<file path="src/rtl/exc_ctrl_pkg.sv">
// Shared types and constants for the exception/interrupt entry and ERET sequencer.
package exc_ctrl_pkg;

  localparam int unsigned XLEN   = 32;
  localparam int unsigned CODE_W = 5;

  typedef enum logic [2:0] {
    ST_IDLE,
    ST_WAIT,
    ST_TAKE,
    ST_VECTOR,
    ST_RET
  } state_e;

  // Winning source after priority and readiness are applied
  typedef enum logic [2:0] {
    SRC_NONE,
    SRC_INT,
    SRC_EXC,
    SRC_WAIT,
    SRC_ERET
  } src_e;

  localparam logic [CODE_W-1:0] EXC_INT  = 5'd0;
  localparam logic [CODE_W-1:0] EXC_ADEL = 5'd4;
  localparam logic [CODE_W-1:0] EXC_ADES = 5'd5;
  localparam logic [CODE_W-1:0] EXC_RI   = 5'd10;
  localparam logic [CODE_W-1:0] EXC_OV   = 5'd12;

  localparam logic [XLEN-1:0] DEFAULT_HANDLER_ADDR = 32'h0000_4180;

  // Captured payload: code/bd for CAUSE, addr is the EPC value or the ERET target
  typedef struct packed {
    logic [CODE_W-1:0] code;
    logic              bd;
    logic [XLEN-1:0]   addr;
  } exc_info_t;

endpackage

</file>
<file path="src/rtl/exc_prio.sv">
// Combinational arbitration of interrupt / exception / ERET and EPC selection.
module exc_prio
  import exc_ctrl_pkg::*;
#(
  parameter logic [CODE_W-1:0] INT_CODE = EXC_INT
) (
  input  logic              intreq,
  input  logic              pipe_valid_m,
  input  logic [XLEN-1:0]   pc_m,
  input  logic              bd_m,
  input  logic              exc_valid_m,
  input  logic [CODE_W-1:0] exc_code_m,
  input  logic              eret_m,
  input  logic              mem_busy,
  input  logic [XLEN-1:0]   epc_in,
  output src_e              src,
  output exc_info_t         info
);

  logic            ready;
  logic [XLEN-1:0] epc_sel;

  assign ready = pipe_valid_m & ~mem_busy;
  // Delay-slot instructions restart at the branch; wraps modulo 2^32
  assign epc_sel = bd_m ? (pc_m - XLEN'(4)) : pc_m;

  always_comb begin
    src  = SRC_NONE;
    info = '{code: '0, bd: 1'b0, addr: '0};
    if (intreq) begin
      if (ready) begin
        src  = SRC_INT;
        info = '{code: INT_CODE, bd: bd_m, addr: epc_sel};
      end else begin
        src = SRC_WAIT;
      end
    end else if (exc_valid_m && ready) begin
      src  = SRC_EXC;
      info = '{code: exc_code_m, bd: bd_m, addr: epc_sel};
    end else if (exc_valid_m && mem_busy) begin
      src = SRC_WAIT;
    end else if (eret_m && !mem_busy) begin
      src  = SRC_ERET;
      info = '{code: '0, bd: 1'b0, addr: epc_in};
    end
  end

endmodule

</file>
<file path="src/rtl/exc_ctrl.sv">
// Exception/interrupt entry and ERET return sequencer; all outputs are registered.
module exc_ctrl
  import exc_ctrl_pkg::*;
#(
  parameter logic [XLEN-1:0]   HANDLER_ADDR = DEFAULT_HANDLER_ADDR,
  parameter logic [CODE_W-1:0] INT_CODE     = EXC_INT
) (
  input  logic              clk,
  input  logic              reset,
  input  logic              intreq,
  input  logic              pipe_valid_m,
  input  logic [XLEN-1:0]   pc_m,
  input  logic              bd_m,
  input  logic              exc_valid_m,
  input  logic [CODE_W-1:0] exc_code_m,
  input  logic              eret_m,
  input  logic              mem_busy,
  input  logic [XLEN-1:0]   epc_in,
  output logic              exl_set,
  output logic              exl_clr,
  output logic              cause_we,
  output logic [CODE_W-1:0] exc_code,
  output logic              bd_out,
  output logic [XLEN-1:0]   epc_out,
  output logic              flush,
  output logic              stall,
  output logic              pc_redirect,
  output logic [XLEN-1:0]   redirect_pc
);

  state_e    state_q, state_d;
  exc_info_t cap_q, cap_d;
  src_e      src;
  exc_info_t info;

  logic              exl_set_d, exl_clr_d, cause_we_d, bd_out_d;
  logic              flush_d, stall_d, pc_redirect_d;
  logic [CODE_W-1:0] exc_code_d;
  logic [XLEN-1:0]   epc_out_d, redirect_pc_d;

  exc_prio #(.INT_CODE(INT_CODE)) u_prio (
    .intreq       (intreq),
    .pipe_valid_m (pipe_valid_m),
    .pc_m         (pc_m),
    .bd_m         (bd_m),
    .exc_valid_m  (exc_valid_m),
    .exc_code_m   (exc_code_m),
    .eret_m       (eret_m),
    .mem_busy     (mem_busy),
    .epc_in       (epc_in),
    .src          (src),
    .info         (info)
  );

  // Next state / capture, then outputs decoded from the next state so they register with it
  always_comb begin
    state_d       = state_q;
    cap_d         = cap_q;
    exl_set_d     = 1'b0;
    exl_clr_d     = 1'b0;
    cause_we_d    = 1'b0;
    exc_code_d    = '0;
    bd_out_d      = 1'b0;
    epc_out_d     = '0;
    flush_d       = 1'b0;
    stall_d       = 1'b0;
    pc_redirect_d = 1'b0;
    redirect_pc_d = '0;

    unique case (state_q)
      ST_IDLE: begin
        unique case (src)
          SRC_INT, SRC_EXC: begin state_d = ST_TAKE; cap_d = info; end
          SRC_WAIT:         state_d = ST_WAIT;
          SRC_ERET:         begin state_d = ST_RET; cap_d = info; end
          default:          state_d = ST_IDLE;
        endcase
      end
      ST_WAIT: begin
        // An ERET arriving here is deferred: fall back to IDLE and re-evaluate
        unique case (src)
          SRC_INT, SRC_EXC: begin state_d = ST_TAKE; cap_d = info; end
          SRC_WAIT:         state_d = ST_WAIT;
          default:          state_d = ST_IDLE;
        endcase
      end
      ST_TAKE:   state_d = ST_VECTOR;
      ST_VECTOR: state_d = ST_IDLE;
      ST_RET:    state_d = ST_IDLE;
      default:   state_d = ST_IDLE;
    endcase

    unique case (state_d)
      ST_WAIT: stall_d = 1'b1;
      ST_TAKE: begin
        exl_set_d  = 1'b1;
        cause_we_d = 1'b1;
        flush_d    = 1'b1;
        stall_d    = 1'b1;
        exc_code_d = cap_d.code;
        bd_out_d   = cap_d.bd;
        epc_out_d  = cap_d.addr;
      end
      ST_VECTOR: begin
        pc_redirect_d = 1'b1;
        redirect_pc_d = HANDLER_ADDR;
      end
      ST_RET: begin
        exl_clr_d     = 1'b1;
        flush_d       = 1'b1;
        pc_redirect_d = 1'b1;
        redirect_pc_d = cap_d.addr;
      end
      default: ;
    endcase
  end

  always_ff @(posedge clk or posedge reset) begin
    if (reset) begin
      state_q     <= ST_IDLE;
      cap_q       <= '{code: '0, bd: 1'b0, addr: '0};
      exl_set     <= 1'b0;
      exl_clr     <= 1'b0;
      cause_we    <= 1'b0;
      exc_code    <= '0;
      bd_out      <= 1'b0;
      epc_out     <= '0;
      flush       <= 1'b0;
      stall       <= 1'b0;
      pc_redirect <= 1'b0;
      redirect_pc <= '0;
    end else begin
      state_q     <= state_d;
      cap_q       <= cap_d;
      exl_set     <= exl_set_d;
      exl_clr     <= exl_clr_d;
      cause_we    <= cause_we_d;
      exc_code    <= exc_code_d;
      bd_out      <= bd_out_d;
      epc_out     <= epc_out_d;
      flush       <= flush_d;
      stall       <= stall_d;
      pc_redirect <= pc_redirect_d;
      redirect_pc <= redirect_pc_d;
    end
  end

endmodule

</file>
<file path="config.mk">
export PLATFORM = sky130hd
export DESIGN_NAME = exc_ctrl
export DESIGN_NICKNAME = d
export VERILOG_FILES = /design/src/rtl/exc_ctrl_pkg.sv /design/src/rtl/exc_prio.sv /design/src/rtl/exc_ctrl.sv
export SDC_FILE = /design/constraint.sdc
export NUM_CORES = 1
export LEC_CHECK = 0
export CAP_MARGIN = 30
export CORE_MARGIN = 8
export CORE_UTILIZATION = 45
export DETAILED_ROUTE_END_ITERATION = 6
export GPL_TIMING_DRIVEN = 0
export PLACE_DENSITY_LB_ADDON = 0.2
export SYNTH_ARGS = -nofsm -noshare
export SYNTH_HDL_FRONTEND = slang
export SYNTH_HIERARCHICAL = 1
export SYNTH_SLANG_ARGS = --single-unit
</file>
<file path="constraint.sdc">
create_clock -name clk -period 4.6 [get_ports clk]
set_input_delay 0.92 -clock clk [delete_from_list [all_inputs] [get_ports clk]]
set_output_delay 0.92 -clock clk [all_outputs]
set_load 0.1 [all_outputs]
</file>
==> metrics.yaml, run 1 <==
route:
  vias: 4603
  drc: 0
  vias_per_cell: 5.62
  first_iter_violations: 385
  drt_pass1_iterations: 5
  totalWireLength_mm: 16.9
  wl_per_cell_um: 20.7
  ant_nets: 0
global_routing:
  antenna_found_initial: 1
  first_global_vias: 4904
  grt_overflow: 0
  grt_pass1_wl_mm: 27.1
  grt_usage_pct: 21.7
  grt_max_degree: 69
power:
  p_int_mw: 1.95
  clkPwrFrac_pct: 25.9
  seqPwrFrac_pct: 38.0
  p_per_area_mw_per_mm2: 419
  p_leak_nw: 3.14
  ir_worst_vdd_mv: 0.207
  finalPower_mw: 3.11
  p_switching_mw: 1.16
  switching_share_pct: 37.3
  combPwrFrac_pct: 36.0
die:
  initial_core_util_pct: 45.5
  pin_count: 153
  rows: 40
  die_x_um: 125
  dieArea_sq_mm: 0.0157
  coreArea_sq_mm: 0.0119
  die_h_um: 125
yosys:
  synth-seq-cells: 107
  seq_area_frac_synth_pct: 49.7
  syn_area_sq_mm: 0.00539
  ys_types: 51
  synth_flop_cell: "dfrtp_1"
  synth_edf_count: 0
  syn_nets: 582
  syn_inst: 504
  async_flop_share_pct: 100
  syn_avg_cell_area_sq_um: 10.7
  ys.warnings.count: 6
sta:
  tightest_slew_ns: 1.00
  fmax_ghz: 0.238
  rsz0062_at_grt: "no"
  timing_hold_violations_final: 0
  period_minus_slack_ns: 4.20
  period_share_pct: 91.3
  drv_slew: 0
  fin_worst_skew_ns: 0.00383
  relSlewSlack_pct: 33.1
  setup_violations: 0
flow_run:
  maxCapViolations: 0
clocking:
  cts_buffer_depth: 2
  numCtsBuffers: 9
  root_buffer: "clkbuf_16"
  clock_sinks: 107
  insertion_delay_ns: 0.35
  cts_tree: "built"
  cts_repair_resize_count: 0
  path_clk_slew_ns: 0.07
  hold_buffers: 0
  postCtsSetupRepairBufs: 0
  cts_max_level: 3
setup_path:
  worst_ep_required_time_ns: 4.86
  critPathKind: "in -> reg"
  critical-path-slowest-cell: "nor2b_1"
  startpoint_type: "input port"
  slowest_delay_ns: 0.51
  path_common_cell: "buf_2"
  path_buf_inv: 6
  critPathTopFamily: "buffers and inverters"
  cp-end-kind: "register"
  crit_arrival_ns: 4.46
  crit_path_cell_trace: "clkdlybuf4s50_1, nor2b_1, nor2b_1, and2_1, buf_2, buf_2, buf_2, o21a_1, buf_2, buf_1, o31ai_1, a21oi_1"
  path_max_fanout: 11
place:
  gp_congestion: 0.876
  portBuffers: 151
  dp_hpwl_mm: 12.6
  post_dp_cell_area_sq_mm: 0.00711
final_layout:
  antenna_cells: 0
  final_cell_area_sq_mm: 0.00742
  layout.nets: 745
  drive_gt1_share_pct: 12.1
  nFillCells: 1024
  syn_to_final_growth_pct: 37.7
outcome:
  status: "finished, final reports clean"
hold_path:
  worstHoldPathType: "reg -> reg"
synthesized netlist by cell type (all sizes together) (2+ instances only):
master	n	area, sq um
o211ai	29	218
a22o	3	26.3
xor2	8	70.1
a21oi	43	215
dfrtp	107	2680
or3	3	18.8
a22oi	7	52.6
nand3	4	25.0
nand2b	4	25.0
nor2b	4	25.0
mux2	29	349
o21ai	15	78.8
clkbuf	19	71.3
xnor2	24	210
inv	6	22.5
a211oi	7	57.6
o31ai	30	239
nor2	21	86.3
nor3	12	60.1
nand2	24	90.1
buf	25	158
nand4	3	18.8
nor3b	3	32.5
nor4	13	103
and2	46	288
a31oi	3	18.8
nor4b	2	47.6
power groups by stage:
stage,sequential (mW),clock [mW],combinational (mW)
3_5_place_dp,1.20,0,1.11
5_1_grt,1.20,0.852,1.18
6_report,1.18,0.805,1.12
4_1_cts,1.18,0.815,1.12
3_3_place_gp,1.18,0,1.10
2_1_floorplan,1.52,0,0.455
final cells by class:
class	instances	area (sq um)	share of cell area, %
plain buffers	44	229	3.08
clock buffers	12	256	3.46
clock inverters	4	56.3	0.758
inverters	6	25.0	0.337
multi-input cells	347	2460	33.2
flip-flops and latches	107	2680	36.1
well taps	147	184	2.48
repair buffers	152	1530	20.6
layer usage:
layer	global-route usage [%]	up-vias	wire length, um
met5	0	-	9
met4	8.24	2	351
met3	6.63	25	1440
met2	35.7	197	8430
met1	26.1	2246	6700
li1	-	2133	-
state kept, by name (all words and copies together) (netlist names):
| signal | count |
|---|---|
| state_q | 3 |
| flush | 1 |
| redirect_pc | 32 |
| cap_q | 29 |
| exl_clr | 1 |
| exc_code | 5 |
| epc_out | 32 |
| pc_redirect | 1 |
| stall | 1 |
| bd_out | 1 |
| cause_we | 1 |
worst register-to-register path: cells and delay by family, from the launching register on:
kind / cells / cell delay [ns]
DFF: 1 / 0.47
buffers and inverters: 1 / 0.36
AOI/OAI and AO/OA: 1 / 0.26
and+or+nand+nor: 2 / 0.72
final timing paths:
kind                                 start               to  slack (ns)  depth (start not counted)
worst min-delay path             cap_q[28]        cap_q[28]        0.51                          1
worst max-delay path              mem_busy  redirect_pc[23]        0.40                         12
worst max register to register  state_q[0]   redirect_pc[3]        2.70                          4
max in group asynchronous            reset  redirect_pc[29]        2.80                          3
min in group asynchronous            reset            flush        1.10                          2
worst min register to register   cap_q[28]        cap_q[28]        0.51                          1
stage by stage:
step | util (%) | setup TNS (ns) | std cells | hold WS [ns] | setup slack [ns]
final | 62.6 | 0 | 819 | 0.512 | 0.401
after detailed placement | 59.9 | 0 | 803 | 0.494 | 0.137
after global placement | 59.8 | -59.33 | 802 | 0.487 | -0.566
after floorplan | - | 0 | 504 | 0.479 | 0.863
after CTS | 62.6 | 0 | 819 | 0.511 | 0.475
after global routing | 62.6 | 0 | 819 | 0.532 | 0.245
cell families after synthesis:
| logic type | count (synthesis) | synth area share (%) |
|---|---|---|
| AO/OA/AOI/OAI | 140 | 17.2 |
| XOR/XNOR | 32 | 5.20 |
| adder cells (fa/ha/maj) | 1 | 0.232 |
| buffers and inverters | 50 | 4.66 |
| flip-flops | 107 | 49.7 |
| multiplexers | 29 | 6.47 |
| AND/OR/NAND/NOR | 145 | 16.5 |
layout by cell type (no fill, tap or decap), types with 11 or more instances in the layout:
master	Yosys	final
nor2_1	20	20
a21oi_1	43	43
o31ai_1	29	29
xnor2_1	24	24
dfrtp_1	107	107
and2_1	46	46
o211ai_1	29	29
nor4_1	11	11
o21ai_0	12	12
nor3_1	12	12
clkbuf_1	19	20
mux2_2	23	23
clkdlybuf4s50_1	0	151
buf_2	14	14
nand2_1	24	24
Note: power is estimated with default switching activity, not from simulation.
==> run 2: changes to the inputs <==
--- a/config.mk
+++ b/config.mk
@@ -7,7 +7,7 @@
 export LEC_CHECK = 0
 export CAP_MARGIN = 30
 export CORE_MARGIN = 8
-export CORE_UTILIZATION = 45
+export CORE_UTILIZATION = 35
 export DETAILED_ROUTE_END_ITERATION = 6
 export GPL_TIMING_DRIVEN = 0
 export PLACE_DENSITY_LB_ADDON = 0.2
==> constraint.sdc (replaced) <==
create_clock -name clk -period 3.6 [get_ports clk]
set_input_delay 0.72 -clock clk [delete_from_list [all_inputs] [get_ports clk]]
set_output_delay 0.72 -clock clk [all_outputs]
set_load 0.1 [all_outputs]
==> run 2 against run 1 <==
Against the previous run:
- hold slack barely moved
- first-iteration DRC count down 12%
- count of clock-buffer cells in the layout decreased by 2
- cell count grew 5.0%
- cell area rose by 0.57%
- routed wire length rose by 2.9%
- combinational power rose by 28%
- clock power rose by 13%
- total power grew 24%
- register-to-register slack lost 1.0 ns
- sequential share of layout area down 0.21 points
- critical path type unchanged
==> metrics.yaml, run 2 (same netlist as run 1, synthesis figures left out) <==
clocking:
  cts_buffer_depth: 2
  hold_buffers: 0
  cts_max_level: 3
  root_buffer: "clkbuf_16"
  clock_sinks: 107
  cts_tree: "built"
  path_clk_slew_ns: 0.07
  insertion_delay_ns: 0.35
  numCtsBuffers: 9
setup_path:
  critPathKind: "in -> reg"
  startpoint_type: "input port"
  crit_arrival_ns: 3.65
  cp-end-kind: "register"
  worst_ep_required_time_ns: 3.86
  path_max_fanout: 11
route:
  totalWireLength_mm: 17.4
  wl_per_cell_um: 20.2
  drt_pass1_iterations: 5
  drc: 0
  vias: 4615
  first_iter_violations: 340
  vias_per_cell: 5.37
  ant_nets: 0
sta:
  timing_hold_violations_final: 0
  drv_slew: 0
  relSlewSlack_pct: 33.0
  period_share_pct: 94.1
  rsz0062_at_grt: "no"
  tns_ns: 0
  fmax_ghz: 0.295
  period_minus_slack_ns: 3.39
  tightest_slew_ns: 1.00
  fin_worst_skew_ns: 0.00497
  setup_violations: 0
final_layout:
  final_cell_area_sq_mm: 0.00747
  final_core_util_pct: 49.3
  layout.nets: 746
  final_common_cell: "clkdlybuf4s50_1"
  syn_to_final_growth_pct: 38.4
  antenna_cells: 0
  multiInputGateArea_sq_mm: 0.00247
  instances_no_fill: 860
  seq_area_sq_mm: 0.00268
  reg_top3: "epc_out x32, redirect_pc x32, cap_q x29"
  layout_common_cells: "151 x clkdlybuf4s50_1, 107 x dfrtp_1, 46 x and2_1"
  nFillCells: 1363
  drive_gt1_share_pct: 12.8
die:
  die_x_um: 140
  initial_core_util_pct: 35.6
  pin_count: 153
  die_h_um: 140
  rows: 45
  dieArea_sq_mm: 0.0196
  coreArea_sq_mm: 0.0151
global_routing:
  met2_usage_pct: 30.3
  grt_usage_pct: 18.1
  first_global_vias: 4951
  use_met3_pct: 3.91
  grt_pass1_wl_mm: 27.8
  top_usage_layer: "met2"
  use_met1_pct: 22.0
  antenna_found_initial: 1
  grt_max_degree: 57
  grt_overflow: 0
hold_path:
  worstHoldPathType: "reg -> reg"
place:
  gp_congestion: 0.870
  post_dp_cell_area_sq_mm: 0.00717
  portBuffers: 151
  dp.cells: 844
  dp_hpwl_mm: 13.3
power:
  p_leak_nw: 3.14
  ir_worst_vdd_mv: 0.260
  p_per_area_mw_per_mm2: 516
flow_run:
  maxCapViolations: 0
outcome:
  status: "finished, final reports clean"
==> run 2: layer usage <==
layer / vias to the layer above / wire (um)
met5: - / 13
met4: 2 / 437
li1: 2130 / -
met2: 188 / 8610
met3: 28 / 1110
met1: 2267 / 7230
==> run 2: layout make-up <==
class	count	area share (%)
Buffer	43	3.10
Clock buffer	10	3.20
Clock inverter	5	0.402
Inverter	6	0.335
Multi-Input combinational cell	347	33.1
Sequential cell	107	35.9
Tap cell	188	3.15
Timing Repair Buffer	154	20.8
==> run 2: final timing paths <==
check,from,to,slack (ns),cells after the start
max,mem_busy,redirect_pc[24],0.21,12
min,cap_q[18],cap_q[18],0.51,1
max reg2reg,state_q[2],epc_out[31],1.68,4
min reg2reg,cap_q[18],cap_q[18],0.51,1
max in group asynchronous,reset,redirect_pc[17],2.09,3
min in group asynchronous,reset,epc_out[1],0.83,2
==> run 2: what timing repair did <==
action                     in CTS  in global routing
setup buffers                   0                  2
setup endpoints to repair      62                 56
resized for setup               4                  2
==> run 2: worst max-delay path, stage by stage <==
cell and delay [ns]:
clkdlybuf4s50_1 0.54, nor2b_4 0.21, nor2b_2 0.23, and2_1 0.15, buf_2 0.23, buf_4 0.24, buf_2 0.26, xor2_1 0.20
buf_2 0.27, clkbuf_4 0.26, o211ai_1 0.11, a21oi_1 0.21
==> run 2: metrics by stage <==
stage / total power [mW] / setup slack [ns] / hold WS (ns)
after floorplan: 2.53 / 0.0628 / 0.479
after global placement: 2.92 / -1.53 / 0.487
after detailed placement: 2.96 / -0.777 / 0.496
after CTS: 3.88 / 0.0356 / 0.512
after global routing: 4.02 / 0.0175 / 0.521
final: 3.85 / 0.212 / 0.511
==> run 2: power by group <==
| group | internal, mW | total, mW | leakage [nW] | switching, mW |
|---|---|---|---|---|
| clock | 0.481 | 0.912 | 0.130 | 0.431 |
| sequential | 1.41 | 1.51 | 1.45 | 0.106 |
| combinational | 0.505 | 1.43 | 1.55 | 0.922 |
| total | 2.39 | 3.85 | 3.14 | 1.46 |
